--- config.mk ---
export PLATFORM = sky130hd
export DESIGN_NAME = btn_debounce
export DESIGN_NICKNAME = d
export VERILOG_FILES = /design/src/rtl/btn_pkg.sv /design/src/rtl/btn_debounce_ch.sv /design/src/rtl/btn_debounce.sv
export SDC_FILE = /design/constraint.sdc
export NUM_CORES = 1
export LEC_CHECK = 0
export ABC_AREA = 1
export BUFFER_PORTS_ARGS = -buffer_cell sky130_fd_sc_hd__buf_2
export CAP_MARGIN = 30
export CORE_MARGIN = 2
export CORE_UTILIZATION = 35
export CTS_CLUSTER_SIZE = 10
export DETAILED_ROUTE_END_ITERATION = 6
export MAX_ROUTING_LAYER = met4
export SLEW_MARGIN = 20
export SYNTH_ARGS = -nofsm -noshare
export SYNTH_HDL_FRONTEND = slang
export SYNTH_SLANG_ARGS = --single-unit
--- constraint.sdc ---
create_clock -name clk_24M -period 1.48 [get_ports clk_24M]
set_input_delay 0.074 -clock clk_24M [delete_from_list [all_inputs] [get_ports clk_24M]]
set_output_delay 0.074 -clock clk_24M [all_outputs]
set_load 0.02 [all_outputs]
--- src/rtl/btn_pkg.sv ---
// Shared state encoding and counter sizing for the push-button debouncer.
// Pure declarations: no latency, no backpressure.
package btn_pkg;

  localparam int CNT_W = 4;

  typedef enum logic [1:0] {
    IDLE         = 2'd0,
    PRESS_PEND   = 2'd1,
    HELD         = 2'd2,
    RELEASE_PEND = 2'd3
  } btn_state_e;

  // Repeat counter must hold 0..delay; keep at least one bit when repeat is disabled.
  function automatic int rpt_width(input int delay);
    return (delay < 1) ? 1 : $clog2(delay + 1);
  endfunction

endpackage

--- src/rtl/btn_debounce_ch.sv ---
// One button: 2-flop sync, tick-driven debounce FSM with auto-repeat; pulses appear 1 cycle after the deciding strobe.
// No backpressure: pulses are single-cycle and are not held for a consumer.
module btn_debounce_ch
  import btn_pkg::*;
#(
  parameter int STABLE_SAMPLES = 2,
  parameter int REPEAT_DELAY   = 10,
  parameter int REPEAT_RATE    = 4
) (
  input  logic clk_24M,
  input  logic reset,
  input  logic clk_debounce,
  input  logic btn_raw,
  output logic btn_level,
  output logic btn_press,
  output logic btn_release,
  output logic btn_repeat
);

  localparam int RPT_W = rpt_width(REPEAT_DELAY);
  localparam logic [CNT_W-1:0] CNT_DONE   = CNT_W'(STABLE_SAMPLES);
  localparam logic [RPT_W-1:0] RPT_LAST   = RPT_W'(REPEAT_DELAY);
  localparam logic [RPT_W-1:0] RPT_RELOAD =
    RPT_W'((REPEAT_DELAY > 0) ? (REPEAT_DELAY - REPEAT_RATE) : 0);

  logic             sync1_q, s_q;
  btn_state_e       state_q, state_d;
  logic [CNT_W-1:0] cnt_q, cnt_d;
  logic [RPT_W-1:0] rpt_q, rpt_d;
  logic             press_q, press_d;
  logic             release_q, release_d;
  logic             repeat_q, repeat_d;
  logic             cnt_done, rpt_due;

  assign cnt_done = (cnt_q + CNT_W'(1)) == CNT_DONE;
  assign rpt_due  = (REPEAT_DELAY > 0) && ((rpt_q + RPT_W'(1)) == RPT_LAST);

  always_ff @(posedge clk_24M) begin
    if (reset) begin
      sync1_q   <= 1'b0;
      s_q       <= 1'b0;
      state_q   <= IDLE;
      cnt_q     <= '0;
      rpt_q     <= '0;
      press_q   <= 1'b0;
      release_q <= 1'b0;
      repeat_q  <= 1'b0;
    end else begin
      sync1_q   <= btn_raw;
      s_q       <= sync1_q;
      state_q   <= state_d;
      cnt_q     <= cnt_d;
      rpt_q     <= rpt_d;
      press_q   <= press_d;
      release_q <= release_d;
      repeat_q  <= repeat_d;
    end
  end

  always_comb begin
    state_d = state_q;
    cnt_d   = cnt_q;
    rpt_d   = rpt_q;
    if (clk_debounce) begin
      unique case (state_q)
        IDLE: begin
          if (s_q) begin
            state_d = PRESS_PEND;
            cnt_d   = CNT_W'(1);
          end
        end
        PRESS_PEND: begin
          if (!s_q) begin
            state_d = IDLE;
            cnt_d   = '0;
          end else if (cnt_done) begin
            state_d = HELD;
            cnt_d   = '0;
            rpt_d   = '0;
          end else begin
            cnt_d = cnt_q + CNT_W'(1);
          end
        end
        HELD: begin
          if (!s_q) begin
            state_d = RELEASE_PEND;
            cnt_d   = CNT_W'(1);
          end else if (REPEAT_DELAY > 0) begin
            rpt_d = rpt_due ? RPT_RELOAD : rpt_q + RPT_W'(1);
          end
        end
        RELEASE_PEND: begin
          // A bounce back to 1 returns to HELD silently and restarts the repeat timer.
          if (s_q) begin
            state_d = HELD;
            cnt_d   = '0;
            rpt_d   = '0;
          end else if (cnt_done) begin
            state_d = IDLE;
            cnt_d   = '0;
          end else begin
            cnt_d = cnt_q + CNT_W'(1);
          end
        end
        default: ;
      endcase
    end
  end

  always_comb begin
    press_d   = 1'b0;
    release_d = 1'b0;
    repeat_d  = 1'b0;
    if (clk_debounce) begin
      press_d   = (state_q == PRESS_PEND)   &&  s_q && cnt_done;
      release_d = (state_q == RELEASE_PEND) && !s_q && cnt_done;
      repeat_d  = (state_q == HELD)         &&  s_q && rpt_due;
    end
  end

  assign btn_level   = (state_q == HELD) || (state_q == RELEASE_PEND);
  assign btn_press   = press_q;
  assign btn_release = release_q;
  assign btn_repeat  = repeat_q;

endmodule

--- src/rtl/btn_debounce.sv ---
// NUM_BTN independent debounce channels; press/release/repeat pulses 1 cycle after the deciding strobe.
// No backpressure: outputs are free-running levels and single-cycle pulses.
module btn_debounce
  import btn_pkg::*;
#(
  parameter int NUM_BTN        = 5,
  parameter int STABLE_SAMPLES = 2,
  parameter int REPEAT_DELAY   = 10,
  parameter int REPEAT_RATE    = 4
) (
  input  logic               clk_24M,
  input  logic               reset,
  input  logic               clk_debounce,
  input  logic [NUM_BTN-1:0] btn_raw,
  output logic [NUM_BTN-1:0] btn_level,
  output logic [NUM_BTN-1:0] btn_press,
  output logic [NUM_BTN-1:0] btn_release,
  output logic [NUM_BTN-1:0] btn_repeat
);

  if (STABLE_SAMPLES < 2 || STABLE_SAMPLES > (2 ** CNT_W) - 1) begin : g_bad_stable
    $error("btn_debounce: STABLE_SAMPLES=%0d outside 2..15", STABLE_SAMPLES);
  end

  if (REPEAT_DELAY > 0 && (REPEAT_RATE < 1 || REPEAT_RATE > REPEAT_DELAY)) begin : g_bad_rate
    $error("btn_debounce: REPEAT_RATE=%0d outside 1..%0d", REPEAT_RATE, REPEAT_DELAY);
  end

  for (genvar i = 0; i < NUM_BTN; i++) begin : g_ch
    btn_debounce_ch #(
      .STABLE_SAMPLES (STABLE_SAMPLES),
      .REPEAT_DELAY   (REPEAT_DELAY),
      .REPEAT_RATE    (REPEAT_RATE)
    ) u_ch (
      .clk_24M      (clk_24M),
      .reset        (reset),
      .clk_debounce (clk_debounce),
      .btn_raw      (btn_raw[i]),
      .btn_level    (btn_level[i]),
      .btn_press    (btn_press[i]),
      .btn_release  (btn_release[i]),
      .btn_repeat   (btn_repeat[i])
    );
  end

endmodule

==> results of run 1 <==
==> layer usage <==
metal | GRT usage | part of all wire
met1 | 0.1636 | 0.47
met2 | 0.2407 | 0.47
met3 | 0.03171 | 0.039
met4 | 0.05679 | 0.019
met5 | - | 0
==> repair_timing <==
| action | 4_1_cts | 5_1_grt |
|---|---|---|
| pin swaps | 0 | 6 |
| hold buffers | 5 | 0 |
| resized for setup | 2 | 35 |
| setup buffers | 0 | 1 |
| endpoints found under the hold margin | 5 | 0 |
| endpoints found under the setup margin | 2 | 38 |
==> cell usage after synthesis (all sizes together) <==
library cell	count	area, sq um
a211oi	3	35.03
xnor2	5	43.79
clkbuf	8	30.03
nor4	4	31.28
nor3	8	78.83
nand3b	1	7.510
a21oi	51	255.2
inv	84	317.8
dfxtp	75	1501
nand3	54	270.3
nand2	135	519.3
nand4	17	106.4
nor2	86	332.8
buf	24	175.2
o32ai	1	8.760
o211ai	1	7.510
ha	20	250.2
o21ai	9	48.80
o31ai	1	7.510
==> worst paths after layout <==
| check | from | end | slack [ns] | cells past startpoint |
|---|---|---|---|---|
| setup / recovery | g_ch[3].u_ch.cnt_q[0]$_SDFFE_PP0P_ | g_ch[3].u_ch.rpt_q[3]$_SDFFE_PP0P_ | 0.07 | 10 |
| hold / removal | clk_debounce | g_ch[4].u_ch.cnt_q[1]$_SDFFE_PP0P_ | 0.17 | 4 |
| setup reg to reg | g_ch[3].u_ch.cnt_q[0]$_SDFFE_PP0P_ | g_ch[3].u_ch.rpt_q[3]$_SDFFE_PP0P_ | 0.07 | 10 |
| hold reg to reg | g_ch[3].u_ch.sync1_q$_SDFF_PP0_ | g_ch[3].u_ch.s_q$_SDFF_PP0_ | 0.40 | 2 |
==> worst max-delay path, delay by kind of cell (launching register included) <==
kind	cells	cell delay, ns
AO/OA/AOI/OAI	1	0.13
buffers and inverters	1	0.04
flip-flops	1	0.35
AND/OR/NAND/NOR	7	0.60
adder cells (fa/ha/maj)	1	0.18
==> area by class of cell <==
cell class	instances	area (sq um)	area share
timing repair buffer	47	297.8	0.06393
sequential	75	1519	0.3261
multi-input combinational	396	2090	0.4486
inverter	84	317.8	0.06822
clock inverter	3	15.01	0.003223
tap	143	178.9	0.03841
clock buffer	13	240.2	0.05157
==> flip-flops by register name (all words and copies together) (netlist names), named ones only <==
signal / count
g_ch.u_ch.btn_press: 5
g_ch.u_ch.btn_release: 5
g_ch.u_ch.btn_repeat: 5
g_ch.u_ch.cnt_q: 20
g_ch.u_ch.rpt_q: 20
g_ch.u_ch.s_q: 5
g_ch.u_ch.state_q: 5
g_ch.u_ch.sync1_q: 5
==> logic make-up after synthesis <==
group	synth area share
and+or+nand+nor	0.3343
DFF	0.3728
AOI/OAI and AO/OA	0.09009
buffers and inverters	0.1299
xor gates and xnor gates	0.01087
adders and majority gates	0.06213
==> cells in the final DEF (no fill, tap or decap), types with 2 or more instances in the layout <==
cell	instances
sky130_fd_sc_hd__nand2_1	122
sky130_fd_sc_hd__nor2_1	79
sky130_fd_sc_hd__inv_1	77
sky130_fd_sc_hd__dfxtp_1	65
sky130_fd_sc_hd__nand3_1	51
sky130_fd_sc_hd__a21oi_1	50
sky130_fd_sc_hd__buf_2	27
sky130_fd_sc_hd__ha_1	18
sky130_fd_sc_hd__nand4_1	17
sky130_fd_sc_hd__buf_4	15
sky130_fd_sc_hd__nand2_2	9
sky130_fd_sc_hd__clkbuf_16	9
sky130_fd_sc_hd__o21ai_0	8
sky130_fd_sc_hd__dfxtp_2	8
sky130_fd_sc_hd__inv_2	6
sky130_fd_sc_hd__nor2_2	6
sky130_fd_sc_hd__xnor2_1	5
sky130_fd_sc_hd__dlygate4sd3_1	5
sky130_fd_sc_hd__nor3_1	4
sky130_fd_sc_hd__nand2_4	4
sky130_fd_sc_hd__clkbuf_1	4
sky130_fd_sc_hd__nand3_2	3
sky130_fd_sc_hd__nor4_1	3
sky130_fd_sc_hd__nor3_4	3
sky130_fd_sc_hd__clkinv_2	3
sky130_fd_sc_hd__a211oi_1	2
sky130_fd_sc_hd__dfxtp_4	2
==> power by group <==
part	total, mW	switching (mW)	internal, mW
registers	2.11	0.0434	2.06
logic	0.377	0.245	0.131
clock network	1.91	0.785	1.13
==> metrics by stage <==
step,power [mW],instances,setup slack (ns),hold slack (ns),utilization
final,4.395,761,0.07321,0.1723,0.4115
after global routing,4.606,761,-0.01298,0.2043,0.4115
after CTS,4.442,760,0.01177,0.1986,0.4020
after detailed placement,2.496,739,-0.01223,0.2843,0.3747
after global placement,2.488,739,0.01485,0.2759,0.3747
after floorplan,2.392,587,0.1364,0.1810,-
==> results.txt, run 1 <==
The horizontal die dimension came out at 111.3 um. The area of the die is 12380 sq um. The total half-perimeter wirelength after legalization and detailed placement came out at just over 6 mm. The final clock skew is 0.004120 ns. The tightest min-delay check is of the input port to register type. The H-tree was split into 3 levels. The routed wirelength normalized by instance count is 10.87 um. The aggregate routed wire length is 8.274 mm. The core outline area is about 11000 sq um.

The number of nets in the synthesized netlist is 615. The root buffer cell chosen for the clock tree is sky130_fd_sc_hd__clkbuf_16. The critical path goes through ha_2 -> inv_1 -> nand2_1 -> nand2_1 -> nor2_2 -> nand2_2 -> nand2_4 -> nand2_2 -> a21oi_1 -> nor2_1. The layout has 1221 filler cells. The maximum buffer depth of the clock tree came out at 2. The number of pins with negative max-slew slack in the final report is 0. The total negative slack for setup checks came out at 0 ns.

The run finished with clean final reports. The worst endpoint data arrival time is 1.64 ns. The CTS tree is yes. The cell area after layout came out at 4658 sq um.

For this configuration, the core starts out at a cell density of 0.3558. Dividing the detail-routed via count by the number of cells gives 4.687. The worst relative slew slack is 0.7848. The maximum clock frequency came out at 710.8 MHz. After technology mapping, the gate count stands at around 590. The largest individual stage delay along the critical path comes from the cell sky130_fd_sc_hd__dfxtp_2. The critical path in this run is classified as register to register. The post-synthesis instance area came out at 4028 sq um. VDD sags by at most about 0.40 mV.

The maximum net fanout on the critical path came out at 6. For this design the ratio of total power to cell area is 943.6 nW/um^2. The number of ports placed on the die boundary is 28. The last weighted congestion value of the routability-driven placer came out at 0.8271.

The final clock period utilization by the worst path came out at 0.9505. The standard-cell row count came out at 39. The detailed-router iteration count before antenna repair is 4. Setup repair after global routing could not meet its margin everywhere. Buffers placed on the I/O ports in this run total 27. The pin count of the biggest net entering global routing is 20. The via count of the first global-routing pass is between 3000 and 4000. The worst setup path is captured at a register. Across the run, the number of max-cap violations was 0. The delay of the slowest cell on the worst path is 0.35 ns. The number of CTS-inserted buffers came out at 9. The number of endpoints failing setup at the final stage came out at 0.

After synthesis the netlist holds a flip-flop and latch count of 75. The sequential element share of the synthesized area came out at 0.3728. In this run, the number of DRC markers left after iteration 0 of detailed routing was around 190. For the worst-skew pair, the clock arrives at the later sink with an insertion delay of approximately 0.34 ns.

The cell area after placement came out at 4242 sq um. For the worst setup path, the data required time is between 1.5 and 2 ns. STA classifies the critical path startpoint as a register. The final period demand of the worst path came out at 1.407 ns.

After global routing the overflow that remains totals 0. Yosys mapped the design onto 32 distinct sky130hd cell types. For this run, the total global-route usage over all layers was measured as 0.1421. Averaged over all synthesized cells, the footprint is 6.861 sq um.

The post-route antenna net violation count is 0. The clock slew at the register clock pins of the worst setup and hold paths came out at 0.05 ns. The initial antenna violation count is 0. For this run, the post-layout net count is 641.

The number of diodes is 0. The count of unresolved DRC violations after routing came out at 0. The worst-margin pin slew came out at between 0.3 and 0.4 ns. The fraction of layout cells with a size suffix above 1 is 0.1683. The hold violation total from the final report is 0. The routed via count is approximately 3600.

The Yosys warning count came out at 0. The clock net in this run drives a total of 75 sinks. The floorplan step set the die height to between 100 and 150 um.

Relative to the synthesized area, the layout overhead comes to 15.66%. The wire length of the first global-routing pass came out at around 14 mm. The static power due to leakage is 2.026 nW.
Note: power is estimated with default switching activity, not from simulation.
==> run 2: changes to the inputs <==
Settings changed: CELL_PAD_IN_SITES_DETAIL_PLACEMENT set to 0, CELL_PAD_IN_SITES_GLOBAL_PLACEMENT set to 2, CORE_UTILIZATION 35 to 34, PLACE_DENSITY_LB_ADDON set to 0.1.
==> run 2 against run 1 <==
Against the previous run:
- clock skew increased by 0.0019 ns
- critical path depth increased by 1
- worst hold slack got worse by 0.023 ns
- largest power group unchanged
- global-route usage increased by 1.6 points
- sequential cell count unchanged
- total power increased by 2.2%
- setup slack improved by 0.024 ns
- die area increased by 2.8%
- combinational power increased by 9.8%
- register-to-register slack improved by 0.02 ns
==> results.txt, run 2 (synthesis results as in run 1) <==
The run finished with clean final reports. The number of pins with negative max-slew slack in the final report is 0. In this run the worst hold path is classified as input port to register.

The share of the core filled with cells came out at 0.4203. Walking the worst path, the cells encountered are buf_4 -> inv_1 -> ha_1 -> inv_1 -> nor2_2 -> nand2_2 -> nand2_4 -> nand2_2 -> nand2_1 -> nand2_1 -> nor2_1. The worst slack at placement came out at -0.02532 ns. The worst-case reg-to-reg path depth came out at 11. The required arrival time at the worst endpoint came out at 1.75 ns.

The total half-perimeter wirelength after legalization and detailed placement is 6.643 mm. The routed via count is ~3600. STA classifies the critical path startpoint as a register. STA classifies the critical path endpoint as a register. Setup slack closes at 0.09751 ns. The buffer and inverter count on the worst path came out at 3. The initial antenna violation count is 0. The aggregate routed wire length is 9.298 mm. Setup violations remaining at the end of the flow were counted as 0. The worst-margin pin slew came out at 0.3522 ns. The total congestion overflow came out at 0. Once placement completed, the tool counted placed cells totaling 750. The final clock skew is 0.006026 ns. The internal reg-to-reg setup slack is 0.1 ns. The detailed-router iteration count before antenna repair is 5. Compared with the post-synthesis result, the final layout area differs by 19.66%. The wire length of the first global-routing pass is approximately 16 mm. In this run the clock root is driven by a sky130_fd_sc_hd__clkbuf_16. The largest registers in the layout are g_ch.u_ch.cnt_q (20), g_ch.u_ch.rpt_q (20). The library cells used most frequently in the layout, excluding fill and tap cells, are sky130_fd_sc_hd__nand2_1 (117), sky130_fd_sc_hd__nor2_1 (79), sky130_fd_sc_hd__inv_1 (77), sky130_fd_sc_hd__dfxtp_1 (63), sky130_fd_sc_hd__nand3_1 (52). The routed wirelength normalized by instance count is between 10 and 15 um. The overall global routing resource usage came out at 0.1585. The path with the worst hold slack has its endpoint at g_ch[0].u_ch.btn_release$_SDFF_PP0_. The count of max-cap constraint violations is 0. The count of unresolved DRC violations after routing came out at 0. The clock network latency to the later pin of the worst-skew pair is 0.33 ns.

The post-detailed-route via-to-cell ratio came out at 4.718. The number of CTS-inserted buffers is 9. The number of stages on the worst hold path is 4. The fraction of layout cells with a size suffix above 1 came out at 0.2019. The worst hold path begins at reset. The core region is 11470 sq um. The floorplan has 39 rows.

The final clock period utilization by the worst path is 0.9341. The hold violation total from the final report is 0. The number of standard cells in the final layout excluding fillers is 772. The power density over the cells came out at 932.0 nW/um^2. The worst endpoint data arrival time came out at 1.65 ns.

The via count of the first global-routing pass came to 3342. The clock sink count came out at 75. In this run the critical register-to-register path is launched from g_ch[3].u_ch.cnt_q[1]$_SDFFE_PP0P_. The worst relative slew slack came out at 0.7644. The worst vdd rail ir drop is ~0.54 mV. The post-route antenna net violation count is 0. TritonCTS built the clock tree. The number of port buffers is 27. The maximum buffer depth of the clock tree came out at 2. The maximum clock frequency came out at 723.3 MHz. The number of design-rule violations left by the first detailed-router iteration is slightly above 200. The delay of the slowest cell on the worst path is between 0.3 and 0.4 ns.

The layout net count is roughly 650. The most common cell after layout, fill and taps aside is sky130_fd_sc_hd__nand2_1. In this run the static leakage power is 2.090 nW. The y dimension of the die came out at 112.8 um. The area of the die is 12730 sq um. Entering global routing, the biggest net connects 20 pins. Clock-pin slew was measured on the worst setup and hold paths at about 0.060 ns. The congestion estimate from routability-driven global placement came to around 0.8. The floorplan step set the die width to around 110 um. Among all stages on the critical path, the largest delay is contributed by sky130_fd_sc_hd__dfxtp_4. After layout, the minimum clock period comes to 1.382 ns. Setup repair after global routing could not meet its margin everywhere. For this configuration, the core starts out at a cell density of 0.3512. The number of ports placed on the die boundary came out at 28. The critical path is of the register to register type. In this run the critical register-to-register path is captured at g_ch[3].u_ch.rpt_q[3]$_SDFFE_PP0P_. The number of diodes came out at 0. The kind of cell with the highest combined delay along the critical path is simple AND/OR/NAND/NOR gates. Along the worst path, the maximum fanout reaches 6.

The number of levels the H-tree was split into came out at 3.
-- run 2: cell count changes in the layout (fill, tap and decap cells not counted), sizes merged --
cell    delta
buf       +12
clkbuf     -1
-- run 2: worst max path at each step --
stage / startpoint / endpoint / slack, ns / cells past startpoint
after floorplan: g_ch[2].u_ch.cnt_q[0]$_SDFFE_PP0P_ / g_ch[2].u_ch.rpt_q[0]$_SDFFE_PP0P_ / 0.14 / 10
after global placement: g_ch[2].u_ch.cnt_q[1]$_SDFFE_PP0P_ / g_ch[2].u_ch.rpt_q[0]$_SDFFE_PP0P_ / 0.02 / 10
after detailed placement: g_ch[2].u_ch.cnt_q[1]$_SDFFE_PP0P_ / g_ch[2].u_ch.rpt_q[0]$_SDFFE_PP0P_ / -0.03 / 10
after CTS: g_ch[2].u_ch.cnt_q[1]$_SDFFE_PP0P_ / g_ch[2].u_ch.rpt_q[0]$_SDFFE_PP0P_ / 0.002 / 10
after global routing: g_ch[2].u_ch.cnt_q[1]$_SDFFE_PP0P_ / g_ch[2].u_ch.rpt_q[0]$_SDFFE_PP0P_ / -0.02 / 11
final: g_ch[3].u_ch.cnt_q[1]$_SDFFE_PP0P_ / g_ch[3].u_ch.rpt_q[3]$_SDFFE_PP0P_ / 0.1 / 11
-- run 2: worst reg2reg max path: cells and delay by family, from the launching register on --
family | cells | cell delay (ns)
and+or+nand+nor | 7 | 0.62
adders and majority gates | 1 | 0.13
DFF | 1 | 0.36
buffers and inverters | 3 | 0.23
-- run 2: cell type report --
type | instances | area (sq um)
tap | 143 | 178.9
fill | 1188 | 6648
clock buffer | 12 | 246.5
clock inverter | 3 | 15.01
inverter | 84 | 317.8
timing repair buffer | 59 | 395.4
multi-input combinational | 396 | 2140
sequential | 75 | 1526
-- run 2: power breakdown --
| part | internal, mW | leakage [nW] | switching [mW] |
|---|---|---|---|
| Clock | 1.16 | 0.132 | 0.807 |
| Combinational | 0.151 | 1.34 | 0.263 |
| Sequential | 2.06 | 0.614 | 0.0456 |
-- run 2: metal layers --
metal	wire [um]	up-vias	GRT usage
li1	-	1931	-
met2	4336	35	0.2451
met5	0	-	-
met4	174	0	0.06829
met3	237	12	0.03482
met1	4550	1664	0.2000
-- run 2: timing repair --
| item | 4_1_cts | 5_1_grt |
|---|---|---|
| resized for setup | 2 | 53 |
| buffers inserted | 0 | 2 |
| pin swaps | 1 | 14 |
| hold buffers | 5 | 0 |
| endpoints found under the setup margin | 3 | 33 |
| endpoints found under the hold margin | 5 | 0 |
-- run 2: metrics by stage --
step	total power [mW]	hold WS, ns	instance area [sq um]	setup TNS [ns]
3_5_place_dp	2.527	0.2795	4324	-0.02608
3_3_place_gp	2.524	0.2732	4324	0
4_1_cts	4.555	0.1551	4639	0
2_1_floorplan	2.392	0.1810	4028	0
6_report	4.492	0.1488	4820	0
5_1_grt	4.731	0.1747	4820	-0.05435
